**src/rtl/ram_port_arbiter_if.sv**
```systemverilog
// Byte-wide RAM/IO port plus the IF and MEM requester handshakes of the arbiter.
// slave = arbiter side, master = requesters/RAM side.
interface ram_port_arbiter_if;
   logic [7:0]  ram_din;
   logic [7:0]  ram_dout;
   logic [31:0] ram_addr;
   logic        ram_wr;
   logic        io_buffer_full;

   logic        if_req;
   logic [31:0] if_addr;
   logic        flush;
   logic        if_done;
   logic [31:0] if_data;

   logic        mem_req;
   logic        mem_we;
   logic [31:0] mem_addr;
   logic [2:0]  mem_len;
   logic        mem_signed;
   logic [31:0] mem_wdata;
   logic        mem_done;
   logic [31:0] mem_rdata;

   logic        if_busy;
   logic        mem_busy;

   modport slave (
      input  ram_din, io_buffer_full,
      input  if_req, if_addr, flush,
      input  mem_req, mem_we, mem_addr, mem_len, mem_signed, mem_wdata,
      output ram_dout, ram_addr, ram_wr,
      output if_done, if_data, mem_done, mem_rdata, if_busy, mem_busy
   );

   modport master (
      output ram_din, io_buffer_full,
      output if_req, if_addr, flush,
      output mem_req, mem_we, mem_addr, mem_len, mem_signed, mem_wdata,
      input  ram_dout, ram_addr, ram_wr,
      input  if_done, if_data, mem_done, mem_rdata, if_busy, mem_busy
   );
endinterface

```
**src/rtl/ram_port_arbiter.sv**
```systemverilog
// Shares the byte-wide RAM/IO port between fetch and load/store; reads take len+1 edges, writes len.
// Requests are held by the requester until done; rdy=0 freezes everything, a full UART buffer stalls IO writes.
module ram_port_arbiter #(
   parameter logic [1:0] IO_HI = 2'b11
) (
   input  logic              clk,
   input  logic              rst,
   input  logic              rdy,
   ram_port_arbiter_if.slave bus
);

   typedef enum logic [1:0] {S_IDLE, S_RD, S_WR, S_DONE} state_e;
   localparam logic OWN_IF  = 1'b0;
   localparam logic OWN_MEM = 1'b1;

   state_e      state_q, state_d;
   logic        owner_q, owner_d;
   logic [31:0] base_q, base_d;
   logic [2:0]  len_q, len_d;
   logic [2:0]  cnt_q, cnt_d;
   logic [31:0] wdata_q, wdata_d;
   logic        sgn_q, sgn_d;
   logic [31:0] rbuf_q, rbuf_d;
   logic [31:0] if_data_q, if_data_d;
   logic [31:0] mem_rdata_q, mem_rdata_d;

   logic        io_stall;
   logic [31:0] xfer_addr;
   logic [7:0]  wr_byte;

   function automatic logic [31:0] extend(input logic [31:0] raw, input logic [2:0] len,
                                          input logic sgn);
      logic [31:0] r;
      case (len)
         3'd1:    r = {{24{sgn & raw[7]}}, raw[7:0]};
         3'd2:    r = {{16{sgn & raw[15]}}, raw[15:0]};
         default: r = raw;
      endcase
      return r;
   endfunction

   assign io_stall  = (base_q[17:16] == IO_HI) && bus.io_buffer_full;
   assign xfer_addr = base_q + {29'd0, cnt_q};

   always_comb begin
      case (cnt_q[1:0])
         2'd0:    wr_byte = wdata_q[7:0];
         2'd1:    wr_byte = wdata_q[15:8];
         2'd2:    wr_byte = wdata_q[23:16];
         default: wr_byte = wdata_q[31:24];
      endcase
   end

   always_comb begin
      state_d     = state_q;
      owner_d     = owner_q;
      base_d      = base_q;
      len_d       = len_q;
      cnt_d       = cnt_q;
      wdata_d     = wdata_q;
      sgn_d       = sgn_q;
      rbuf_d      = rbuf_q;
      if_data_d   = if_data_q;
      mem_rdata_d = mem_rdata_q;
      if (rdy) begin
         case (state_q)
            S_IDLE: begin
               if (bus.mem_req) begin
                  owner_d = OWN_MEM;
                  base_d  = bus.mem_addr;
                  len_d   = (bus.mem_len == 3'd1) ? 3'd1 :
                            (bus.mem_len == 3'd2) ? 3'd2 : 3'd4;
                  wdata_d = bus.mem_wdata;
                  sgn_d   = bus.mem_signed;
                  cnt_d   = 3'd0;
                  rbuf_d  = 32'd0;
                  state_d = bus.mem_we ? S_WR : S_RD;
               end else if (bus.if_req && !bus.flush) begin
                  owner_d = OWN_IF;
                  base_d  = bus.if_addr;
                  len_d   = 3'd4;
                  wdata_d = 32'd0;
                  sgn_d   = 1'b0;
                  cnt_d   = 3'd0;
                  rbuf_d  = 32'd0;
                  state_d = S_RD;
               end
            end
            S_RD: begin
               if (owner_q == OWN_IF && bus.flush) begin
                  state_d = S_IDLE;
               end else begin
                  // ram_din lags the address by a cycle, so it belongs to byte cnt-1
                  case (cnt_q)
                     3'd1:    rbuf_d[7:0]   = bus.ram_din;
                     3'd2:    rbuf_d[15:8]  = bus.ram_din;
                     3'd3:    rbuf_d[23:16] = bus.ram_din;
                     3'd4:    rbuf_d[31:24] = bus.ram_din;
                     default: ;
                  endcase
                  cnt_d = cnt_q + 3'd1;
                  if (cnt_q == len_q) begin
                     state_d = S_DONE;
                     if (owner_q == OWN_IF) begin
                        if_data_d = rbuf_d;
                     end else begin
                        mem_rdata_d = extend(rbuf_d, len_q, sgn_q);
                     end
                  end
               end
            end
            S_WR: begin
               if (!io_stall) begin
                  cnt_d = cnt_q + 3'd1;
                  if (cnt_q == len_q - 3'd1) begin
                     state_d = S_DONE;
                  end
               end
            end
            default: state_d = S_IDLE;
         endcase
      end
   end

   always_ff @(posedge clk or negedge rst) begin
      if (!rst) begin
         state_q     <= S_IDLE;
         owner_q     <= OWN_IF;
         base_q      <= 32'd0;
         len_q       <= 3'd0;
         cnt_q       <= 3'd0;
         wdata_q     <= 32'd0;
         sgn_q       <= 1'b0;
         rbuf_q      <= 32'd0;
         if_data_q   <= 32'd0;
         mem_rdata_q <= 32'd0;
      end else begin
         state_q     <= state_d;
         owner_q     <= owner_d;
         base_q      <= base_d;
         len_q       <= len_d;
         cnt_q       <= cnt_d;
         wdata_q     <= wdata_d;
         sgn_q       <= sgn_d;
         rbuf_q      <= rbuf_d;
         if_data_q   <= if_data_d;
         mem_rdata_q <= mem_rdata_d;
      end
   end

   assign bus.ram_addr  = (state_q == S_RD || state_q == S_WR) ? xfer_addr : 32'd0;
   assign bus.ram_dout  = (state_q == S_WR) ? wr_byte : 8'd0;
   assign bus.ram_wr    = rdy && (state_q == S_WR) && !io_stall;
   assign bus.if_done   = (state_q == S_DONE) && (owner_q == OWN_IF);
   assign bus.mem_done  = (state_q == S_DONE) && (owner_q == OWN_MEM);
   assign bus.if_busy   = (state_q != S_IDLE) && (owner_q == OWN_IF);
   assign bus.mem_busy  = (state_q != S_IDLE) && (owner_q == OWN_MEM);
   assign bus.if_data   = if_data_q;
   assign bus.mem_rdata = mem_rdata_q;

endmodule

```
**src/flat_wrapper.sv**
```systemverilog
// flat-port wrapper written by rule: the top's interface ports become plain ports
module ram_port_arbiter_flat 
#(
   parameter logic [1:0] IO_HI = 2'b11
)
  (clk, rst, rdy, bus_ram_din, bus_io_buffer_full, bus_if_req, bus_if_addr, bus_flush, bus_mem_req, bus_mem_we, bus_mem_addr, bus_mem_len, bus_mem_signed, bus_mem_wdata, bus_ram_dout, bus_ram_addr, bus_ram_wr, bus_if_done, bus_if_data, bus_mem_done, bus_mem_rdata, bus_if_busy, bus_mem_busy);
  ram_port_arbiter_if bus_i ();
  input  logic clk;
  input  logic rst;
  input  logic rdy;
  input wire logic [$bits(bus_i.ram_din)-1:0] bus_ram_din;
  input wire logic [$bits(bus_i.io_buffer_full)-1:0] bus_io_buffer_full;
  input wire logic [$bits(bus_i.if_req)-1:0] bus_if_req;
  input wire logic [$bits(bus_i.if_addr)-1:0] bus_if_addr;
  input wire logic [$bits(bus_i.flush)-1:0] bus_flush;
  input wire logic [$bits(bus_i.mem_req)-1:0] bus_mem_req;
  input wire logic [$bits(bus_i.mem_we)-1:0] bus_mem_we;
  input wire logic [$bits(bus_i.mem_addr)-1:0] bus_mem_addr;
  input wire logic [$bits(bus_i.mem_len)-1:0] bus_mem_len;
  input wire logic [$bits(bus_i.mem_signed)-1:0] bus_mem_signed;
  input wire logic [$bits(bus_i.mem_wdata)-1:0] bus_mem_wdata;
  output wire logic [$bits(bus_i.ram_dout)-1:0] bus_ram_dout;
  output wire logic [$bits(bus_i.ram_addr)-1:0] bus_ram_addr;
  output wire logic [$bits(bus_i.ram_wr)-1:0] bus_ram_wr;
  output wire logic [$bits(bus_i.if_done)-1:0] bus_if_done;
  output wire logic [$bits(bus_i.if_data)-1:0] bus_if_data;
  output wire logic [$bits(bus_i.mem_done)-1:0] bus_mem_done;
  output wire logic [$bits(bus_i.mem_rdata)-1:0] bus_mem_rdata;
  output wire logic [$bits(bus_i.if_busy)-1:0] bus_if_busy;
  output wire logic [$bits(bus_i.mem_busy)-1:0] bus_mem_busy;
  assign bus_i.ram_din = bus_ram_din;
  assign bus_i.io_buffer_full = bus_io_buffer_full;
  assign bus_i.if_req = bus_if_req;
  assign bus_i.if_addr = bus_if_addr;
  assign bus_i.flush = bus_flush;
  assign bus_i.mem_req = bus_mem_req;
  assign bus_i.mem_we = bus_mem_we;
  assign bus_i.mem_addr = bus_mem_addr;
  assign bus_i.mem_len = bus_mem_len;
  assign bus_i.mem_signed = bus_mem_signed;
  assign bus_i.mem_wdata = bus_mem_wdata;
  assign bus_ram_dout = bus_i.ram_dout;
  assign bus_ram_addr = bus_i.ram_addr;
  assign bus_ram_wr = bus_i.ram_wr;
  assign bus_if_done = bus_i.if_done;
  assign bus_if_data = bus_i.if_data;
  assign bus_mem_done = bus_i.mem_done;
  assign bus_mem_rdata = bus_i.mem_rdata;
  assign bus_if_busy = bus_i.if_busy;
  assign bus_mem_busy = bus_i.mem_busy;
  ram_port_arbiter #(.IO_HI(IO_HI)) u_core (.clk(clk), .rst(rst), .rdy(rdy), .bus(bus_i));
endmodule
```
**config.mk**
```make
export PLATFORM = sky130hd
export DESIGN_NAME = ram_port_arbiter_flat
export DESIGN_NICKNAME = d
export VERILOG_FILES = /design/src/rtl/ram_port_arbiter_if.sv /design/src/rtl/ram_port_arbiter.sv /design/src/flat_wrapper.sv
export SDC_FILE = /design/constraint.sdc
export NUM_CORES = 1
export LEC_CHECK = 0
export ABC_AREA = 1
export BUFFER_PORTS_ARGS = -buffer_cell sky130_fd_sc_hd__buf_2
export CORE_MARGIN = 2
export CORE_UTILIZATION = 35
export DETAILED_ROUTE_END_ITERATION = 10
export SYNTH_ARGS = -nofsm -noshare
export SYNTH_HDL_FRONTEND = slang
export SYNTH_SLANG_ARGS = --single-unit
```
**constraint.sdc**
```tcl
create_clock -name clk -period 2.5 [get_ports clk]
set_input_delay 0.5 -clock clk [delete_from_list [all_inputs] [get_ports clk]]
set_output_delay 0.5 -clock clk [all_outputs]
set_load 0.01 [all_outputs]
```
After elaboration in Yosys (flattened, before gate mapping)
Index checks and enable logic that the tools add are counted.
- reductions and logical operators: 24
- equal/unequal tests: 21
- muxes and demuxes: 41
- bitwise gates (word level): 4
- add/sub/neg operators: 3
- operators by type and width (kind ; number):
    two-way mux 32 bit ; 7
    one-hot mux 32 bit (2 select lines) ; 2
    two-way mux 8 bit ; 11
    adder 32 x 3 -> 32 bit ; 1
    two-way mux 3 bit ; 8
    one-hot mux 8 bit (3 select lines) ; 1
    AND reduction 5 bit ; 4
    two-way mux 2 bit ; 7
    equality test 3 x 2 -> 1 bit, second input constant ; 4
    equality test 3 x 1 -> 1 bit, second input constant ; 3
    logical AND 1 bit ; 9
    one-hot mux 3 bit (3 select lines) ; 1
    equality test 2 bit, second input constant ; 4
    equality test 3 bit ; 2
    one-hot mux 2 bit (3 select lines) ; 1
    nonzero test 2 bit ; 3
    equality test 2 x 1 -> 1 bit, second input constant ; 2
    zero test 2 bit ; 2
    != test 2 bit, second input constant ; 2
    AND reduction 4 bit ; 1
    adder 3 x 1 -> 3 bit, second input constant ; 1
    equality test 3 bit, second input constant ; 1
    two-way mux 1 bit ; 3
    != test 3 x 1 -> 1 bit, second input constant ; 1
    9 further kinds ; 12
- bits of input ports: 116
- output and inout bits: 109
- register bits after elaboration: 170
- logic and storage cells: 103

Logic depth before layout (Yosys ltp)
Gate-level depths: netlist of run 1.
- word-level depth: 7
- depth in mapped cells: 12
- gate-level depth less buffers: 12

Worst setup path before layout of run 1
No wires, ideal clock.
- path type: flip-flop to output port
- start point: register u_core.cnt_q[0]
- end point: output bus_ram_addr[16]
- setup slack: 0.115 ns
- cell stages (with the launch flop): 13
- data arrival time: 1.885 ns
- cells stage by stage: dfrtp_1 -> ha_1 -> inv_1 -> fa_1 -> inv_1 -> nand2_1 -> nand2_1 -> nand2_1 -> nor2_1 -> nand3_1 -> nand2_1 -> nand2_1 -> nor2_1
- longest elaborated chain between the ends: 2
- ends and longest elaborated chain (element ; RTL line ; RTL):
    from (decl) ; ram_port_arbiter.sv:20 ; logic [2:0] cnt_q, cnt_d;
    from (signal assigned) ; ram_port_arbiter.sv:142 ; cnt_q <= cnt_d;
    adder 32 x 3 -> 32 bit ; ram_port_arbiter.sv:43 ; assign xfer_addr = base_q + {29'd0, cnt_q};
    two-way mux 32 bit ; ram_port_arbiter.sv:151 ; assign bus.ram_addr = (state_q == S_RD || state_q == S_WR) ? xfer_addr : 32'd0;
    to (decl) ; flat_wrapper.sv:23 ; output wire logic [$bits(bus_i.ram_addr)-1:0] bus_ram_addr;
No other way between the ends.

Final worst setup path of run 1
- start point: register u_core.base_q[0]
- end point: output bus_ram_addr[18]
- longest elaborated chain between the ends: 2
- ends and longest elaborated chain (element ; RTL line ; RTL):
    from (decl) ; ram_port_arbiter.sv:18 ; logic [31:0] base_q, base_d;
    from (signal assigned) ; ram_port_arbiter.sv:140 ; base_q <= base_d;
    adder 32 x 3 -> 32 bit ; ram_port_arbiter.sv:43 ;
    two-way mux 32 bit ; ram_port_arbiter.sv:151 ;
No other way between the ends.

==> results of run 1 <==
[sequential cells by signal (all words and copies together), names as in the netlist, 2 cells and up]
register and count:
u_core.len_q 3, u_core.bus.if_data 32, u_core.state_q 2, u_core.bus.mem_rdata 32
u_core.rbuf_q 32, u_core.cnt_q 3, u_core.wdata_q 32, u_core.base_q 32
[power breakdown]
part / leakage [nW] / total (W) / switching, W / internal [W]
logic: 3.94 / 0.00580 / 0.00363 / 0.00217
registers: 2.22 / 0.00436 / 0.000746 / 0.00361
clock network: 0.301 / 0.00286 / 0.00115 / 0.00171
[layout by cell type (no fill, tap or decap), types with 10 or more instances in the layout]
cell type	n
nor2_2	11
inv_1	79
buf_2	223
o21ai_0	121
buf_4	34
dfrtp_1	165
clkbuf_16	17
a31oi_1	40
nor2_1	101
nor2_4	10
a21oi_1	13
nand2_2	10
nand2_1	524
nand3_1	61
[cell type report]
| cell class | count | area share |
|---|---|---|
| Clock buffer | 18 | 0.0370 |
| Inverter | 92 | 0.0297 |
| Multi-Input combinational cell | 966 | 0.392 |
| Sequential cell | 170 | 0.359 |
| Timing Repair Buffer | 270 | 0.131 |
| Clock inverter | 13 | 0.0160 |
| Antenna cell | 2 | 0.000422 |
| Tap cell | 335 | 0.0353 |
[repair_timing]
item | CTS | global route
setup buffers | 8 | 7
endpoints found under the hold margin | 0 | 0
gates resized for setup | 59 | 53
setup endpoints to repair | 29 | 38
pin swaps | 22 | 31
[cells by family after synthesis]
family,synth area share
XOR/XNOR,0.00476
AO/OA/AOI/OAI,0.113
flip-flops,0.462
adder cells (fa/ha/maj),0.0239
AND/OR/NAND/NOR,0.327
buffers and inverters,0.0695
[worst paths after layout]
kind | endpoint | cells past startpoint | slack (ns) | startpoint
max | bus_ram_addr[18] | 13 | -0.22 | u_core.base_q[0]
min | u_core.bus.mem_rdata[16] | 1 | 0.03 | rst
max reg2reg | u_core.bus.mem_rdata[24] | 10 | 0.23 | u_core.cnt_q[0]
min reg2reg | u_core.bus.if_data[23] | 2 | 0.47 | u_core.bus.if_data[23]
max in group asynchronous | u_core.base_q[8] | 2 | 1.69 | rst
min in group clk | u_core.wdata_q[21] | 3 | 0.27 | bus_mem_wdata[21]
[metal layers]
layer	routed length, um	vias to the layer above
li1	-	4561
met1	12900	4212
met2	13200	270
met3	1590	14
met4	219	0
met5	0	-
[through the flow]
step                TNS [ns]   util  instance area (sq um)  setup slack [ns]
CTS                    -3.71  0.449                  11700            -0.263
detailed placement         0  0.415                  10800            0.0747
global placement           0  0.415                  10800             0.107
finish                 -3.25  0.457                  11900            -0.225
global route           -6.38  0.457                  11900            -0.341
floorplan                  0      -                   9210             0.115
==> results.json, run 1 <==
{
  "outcome": "finished, violations left",
  "violations": "negative setup slack",
  "cp_top_family": "buffers and inverters",
  "cts-root-buf": "clkbuf_16",
  "finClkSkew_ns": 0.0154,
  "crit_chain": "ha_4 -> inv_2 -> fa_2 -> inv_2 -> buf_4 -> nand2_4 -> nand2_4 -> buf_6 -> nand3_2 -> nand2_1 -> nand2_1 -> nor2_1 -> buf_2",
  "total_power_w": 0.0130,
  "die_h_um": 166,
  "synth_nets": 1421,
  "rows": 59,
  "start_util": 0.354,
  "ys_types": 36,
  "nFillCells": 2716,
  "drive_gt1_frac": 0.256,
  "yosys.area.top_type": "dfrtp_1",
  "netlist.area_leader.share": 0.462,
  "clockBufferDepth": 2,
  "period_share": 1.09,
  "dp_hpwl_mm": 20.1,
  "synthArstFlopShare": 1.00,
  "grt_pass1_wl_mm": 45.4,
  "dr.pass1.iters": 5,
  "antenna_found_initial": 2,
  "drc_errors": 0,
  "gr-usage-met3": 0.0374,
  "synth-main-ff-cell": "dfrtp_1",
  "synth_edf_count": 0,
  "seqCellArea_sq_um": 4260,
  "coreArea_sq_um": 26000,
  "tightest_slew_ns": 0.612,
  "slew_violations": 0,
  "via_per_inst": 4.85,
  "place_inst": 1822,
  "wl_mm": 27.9,
  "fin_crit_ns": 2.72,
  "syn_inst": 1288,
  "peakVddDrop_uv": 648,
  "power_leakage_nw": 6.46,
  "relSlewSlack": 0.591,
  "synthTopCellsByArea": "dfrtp_1, nand2_1, o21ai_0",
  "hp-class": "in2async",
  "yosys_warnings": 0,
  "crit_buf_inv": 5,
  "postSynthAreaPerCell_sq_um": 7.15,
  "cts_buffers": 17,
  "rsz0062_at_grt": "yes",
  "setup.worst_path.start_class": "flop",
  "path_clk_slew_ns": 0.07,
  "clk-insertion-delay-late_ns": 0.42,
  "detail_route.wl_per_cell_um": 15.0,
  "slowest_stage": "dfrtp_1",
  "timing_hold_violations_final": 0,
  "worstSetupPathType": "reg2out",
  "overflow": 0,
  "drv_cap": 0,
  "yosysMostFrequentCell": "nand2_1",
  "slowest_delay_ns": 0.40,
  "grt_util_met1": 0.277,
  "instances_no_fill": 1866,
  "cts_tree": "built",
  "path_max_fanout": 8,
  "htreeDepth": 4,
  "ys_seq_area_frac": 0.462,
  "grt.busiest_layer": "met2",
  "worstPathArrival_ns": 2.22,
  "gp_congestion": 0.876,
  "ant_nets": 0,
  "fmax_ghz": 0.367,
  "power_density_nw_per_um2": 1100,
  "dieArea_sq_um": 27600,
  "vias": 9057,
  "boundaryPins": 225,
  "setup_viol_count_final": 25,
  "grt_pass1_vias": 8850,
  "synthToLayoutAreaGrowth_pct": 28.9,
  "grt_max_degree": 70,
  "holdWs_ns": 0.0256,
  "synth.top_cells.by_count": "nand2_1, dfrtp_1, o21ai_0, nor2_1, inv_1",
  "drt_iter0_markers": 703,
  "syn_area_sq_um": 9210,
  "die_w_um": 166,
  "cts.sinks": 170,
  "hold_buffers": 0,
  "grt_use_met2": 0.335,
  "track_usage": 0.201,
  "io_buffers": 224,
  "ys_seq_elements": 170,
  "worst_setup_path_end_kind": "output pin",
  "setup_slack_ns": -0.225,
  "crit_required_ns": 2.00,
  "final_nets": 1650,
  "multiInputGateArea_sq_um": 4650
}
Note: power is estimated with default switching activity, not from simulation.
==> run 2: changes to the inputs <==
--- a/config.mk
+++ b/config.mk
@@ -10,6 +10,7 @@
 export CORE_MARGIN = 2
 export CORE_UTILIZATION = 35
 export DETAILED_ROUTE_END_ITERATION = 10
+export PLACE_DENSITY = 0.54
 export SYNTH_ARGS = -nofsm -noshare
 export SYNTH_HDL_FRONTEND = slang
 export SYNTH_SLANG_ARGS = --single-unit
==> run 2 against run 1 <==
The flow still finishes with violations (negative setup slack). Non-clock buffer count up 4. Fmax down 1.4%. Clock power down 7%. Critical path type unchanged. Largest cell class unchanged.
==> results.json, run 2 (same netlist as run 1, synthesis figures left out) <==
{
  "worst_setup_path_end_kind": "output pin",
  "pwr-share-comb": 0.454,
  "cts_buffers": 17,
  "power_frac_seq": 0.339,
  "p_sw_w": 0.00562,
  "dr.pass1.iters": 7,
  "layout_common_cells": "nand2_1, buf_2, dfrtp_1",
  "r2r_start": "u_core.cnt_q[0]",
  "cts.sinks": 170,
  "boundaryPins": 225,
  "dieArea_sq_um": 27600,
  "die_h_um": 166,
  "grt_pass1_wl_mm": 46.1,
  "fin_crit_ns": 2.76,
  "rr_endpoint": "u_core.bus.mem_rdata[30]",
  "r2r_slack_ns": 0.26,
  "power_frac_clock": 0.208,
  "antenna_found_initial": 2,
  "power_leakage_nw": 6.44,
  "critPathLaunch": "u_core.cnt_q[0]",
  "wl_met3_mm": 1.16,
  "power_density_nw_per_um2": 1090,
  "io_buffers": 224,
  "synthToLayoutAreaGrowth_pct": 28.3,
  "instances_no_fill": 1870,
  "hp-class": "in2async",
  "met1_length_mm": 13.5,
  "setup.worst_path.start_class": "flop",
  "top_layer_used": "met5",
  "drive_gt1_frac": 0.258,
  "clk-insertion-delay-late_ns": 0.43,
  "peakVddDrop_uv": 483,
  "overflow": 0,
  "tightest_slew_ns": 0.579,
  "violations": "negative setup slack",
  "total_power_w": 0.0129,
  "htreeDepth": 4,
  "rows": 59,
  "hold_buffers": 0,
  "worstSetupPathType": "reg2out",
  "period_share": 1.11,
  "drc_errors": 0,
  "die_w_um": 166,
  "cts-root-buf": "clkbuf_16",
  "via_per_inst": 4.84,
  "drt_iter0_markers": 556,
  "relSlewSlack": 0.614,
  "clockBufferDepth": 2,
  "fmax_ghz": 0.362,
  "ant_nets": 0,
  "outcome": "finished, violations left",
  "setup_slack_ns": -0.264,
  "grt_max_degree": 70,
  "crit_path_end": "bus_ram_addr[16]",
  "place_inst": 1824,
  "final_common_cell": "nand2_1",
  "worstRegToRegCells": 10,
  "wl_met2_mm": 13.4,
  "dp_hpwl_mm": 20.4,
  "slew_violations": 0,
  "switching_share": 0.437,
  "coreArea_sq_um": 26000,
  "path_clk_slew_ns": 0.07,
  "finClkSkew_ns": 0.0129,
  "crit_required_ns": 2.00,
  "grt_pass1_vias": 8736,
  "gp_congestion": 0.836,
  "drv_cap": 0,
  "cts_tree": "built",
  "wl_mm": 28.6,
  "vias": 9049,
  "power.internal_w": 0.00725,
  "setup_viol_count_final": 25,
  "timing_hold_violations_final": 0,
  "final_nets": 1654,
  "rsz0062_at_grt": "yes",
  "track_usage": 0.205,
  "detail_route.wl_per_cell_um": 15.3,
  "start_util": 0.354,
  "worstPathArrival_ns": 2.26,
  "path_max_fanout": 3
}
## run 2: power groups by stage
stage	logic [W]	clock network [W]	registers [W]
3_5_place_dp	0.00527	0	0.00436
5_1_grt	0.00652	0.00288	0.00449
4_1_cts	0.00552	0.00274	0.00433
6_report	0.00584	0.00267	0.00436
2_1_floorplan	0.00324	0	0.00425
3_3_place_gp	0.00525	0	0.00434
## run 2: final cells by class
| class | count | area, sq um |
|---|---|---|
| Sequential cell | 170 | 4260 |
| Timing Repair Buffer | 274 | 1580 |
| Fill cell | 2726 | 14200 |
| Clock buffer | 17 | 425 |
| Antenna cell | 1 | 2.50 |
| Inverter | 92 | 355 |
| Tap cell | 335 | 419 |
| Clock inverter | 15 | 156 |
| Multi-Input combinational cell | 966 | 4620 |
## run 2: metal layers
metal	vias to the layer above	track usage
li1	4571	-
met1	4191	0.282
met2	252	0.335
met3	33	0.0348
met4	2	0.0558
met5	-	0
## run 2: worst min path at each step
| stage | startpoint | depth (start not counted) | endpoint |
|---|---|---|---|
| 6_report | rst | 1 | u_core.bus.mem_rdata[6] |
| 5_1_grt | rst | 1 | u_core.bus.mem_rdata[6] |
| 4_1_cts | rst | 1 | u_core.bus.mem_rdata[6] |
| 3_5_place_dp | u_core.bus.mem_rdata[6] | 2 | u_core.bus.mem_rdata[6] |
| 3_3_place_gp | u_core.bus.if_data[29] | 2 | u_core.bus.if_data[29] |
| 2_1_floorplan | rst | 0 | u_core.base_q[0] |
## run 2: what timing repair did
action                                 CTS  global route
endpoints found under the hold margin    0             0
pin swaps                               13            24
setup endpoints to repair               34            38
buffers inserted                         6             9
resized for setup                       52            51
## run 2: critical path, stage by stage (launching register included)
cell and delay, ns:
dfrtp_1 0.36, ha_2 0.19, inv_2 0.04, fa_2 0.33, inv_2 0.07, nand2_1 0.06, nand2_2 0.07, nand2_4 0.07
nor2_4 0.12, nand3_2 0.11, nand2_2 0.09, nand2_2 0.06, nor2_2 0.11, buf_2 0.15
## run 2: through the flow
step	setup slack (ns)	TNS (ns)	area, sq um	utilization	hold WS (ns)
after floorplan	0.115	0	9210	-	0.204
after global placement	0.103	0	10800	0.415	0.450
after detailed placement	0.0472	0	10800	0.415	0.455
after CTS	-0.243	-3.25	11600	0.446	0.00958
after global routing	-0.378	-6.85	11800	0.455	0.0103
final	-0.264	-3.17	11800	0.455	0.00661
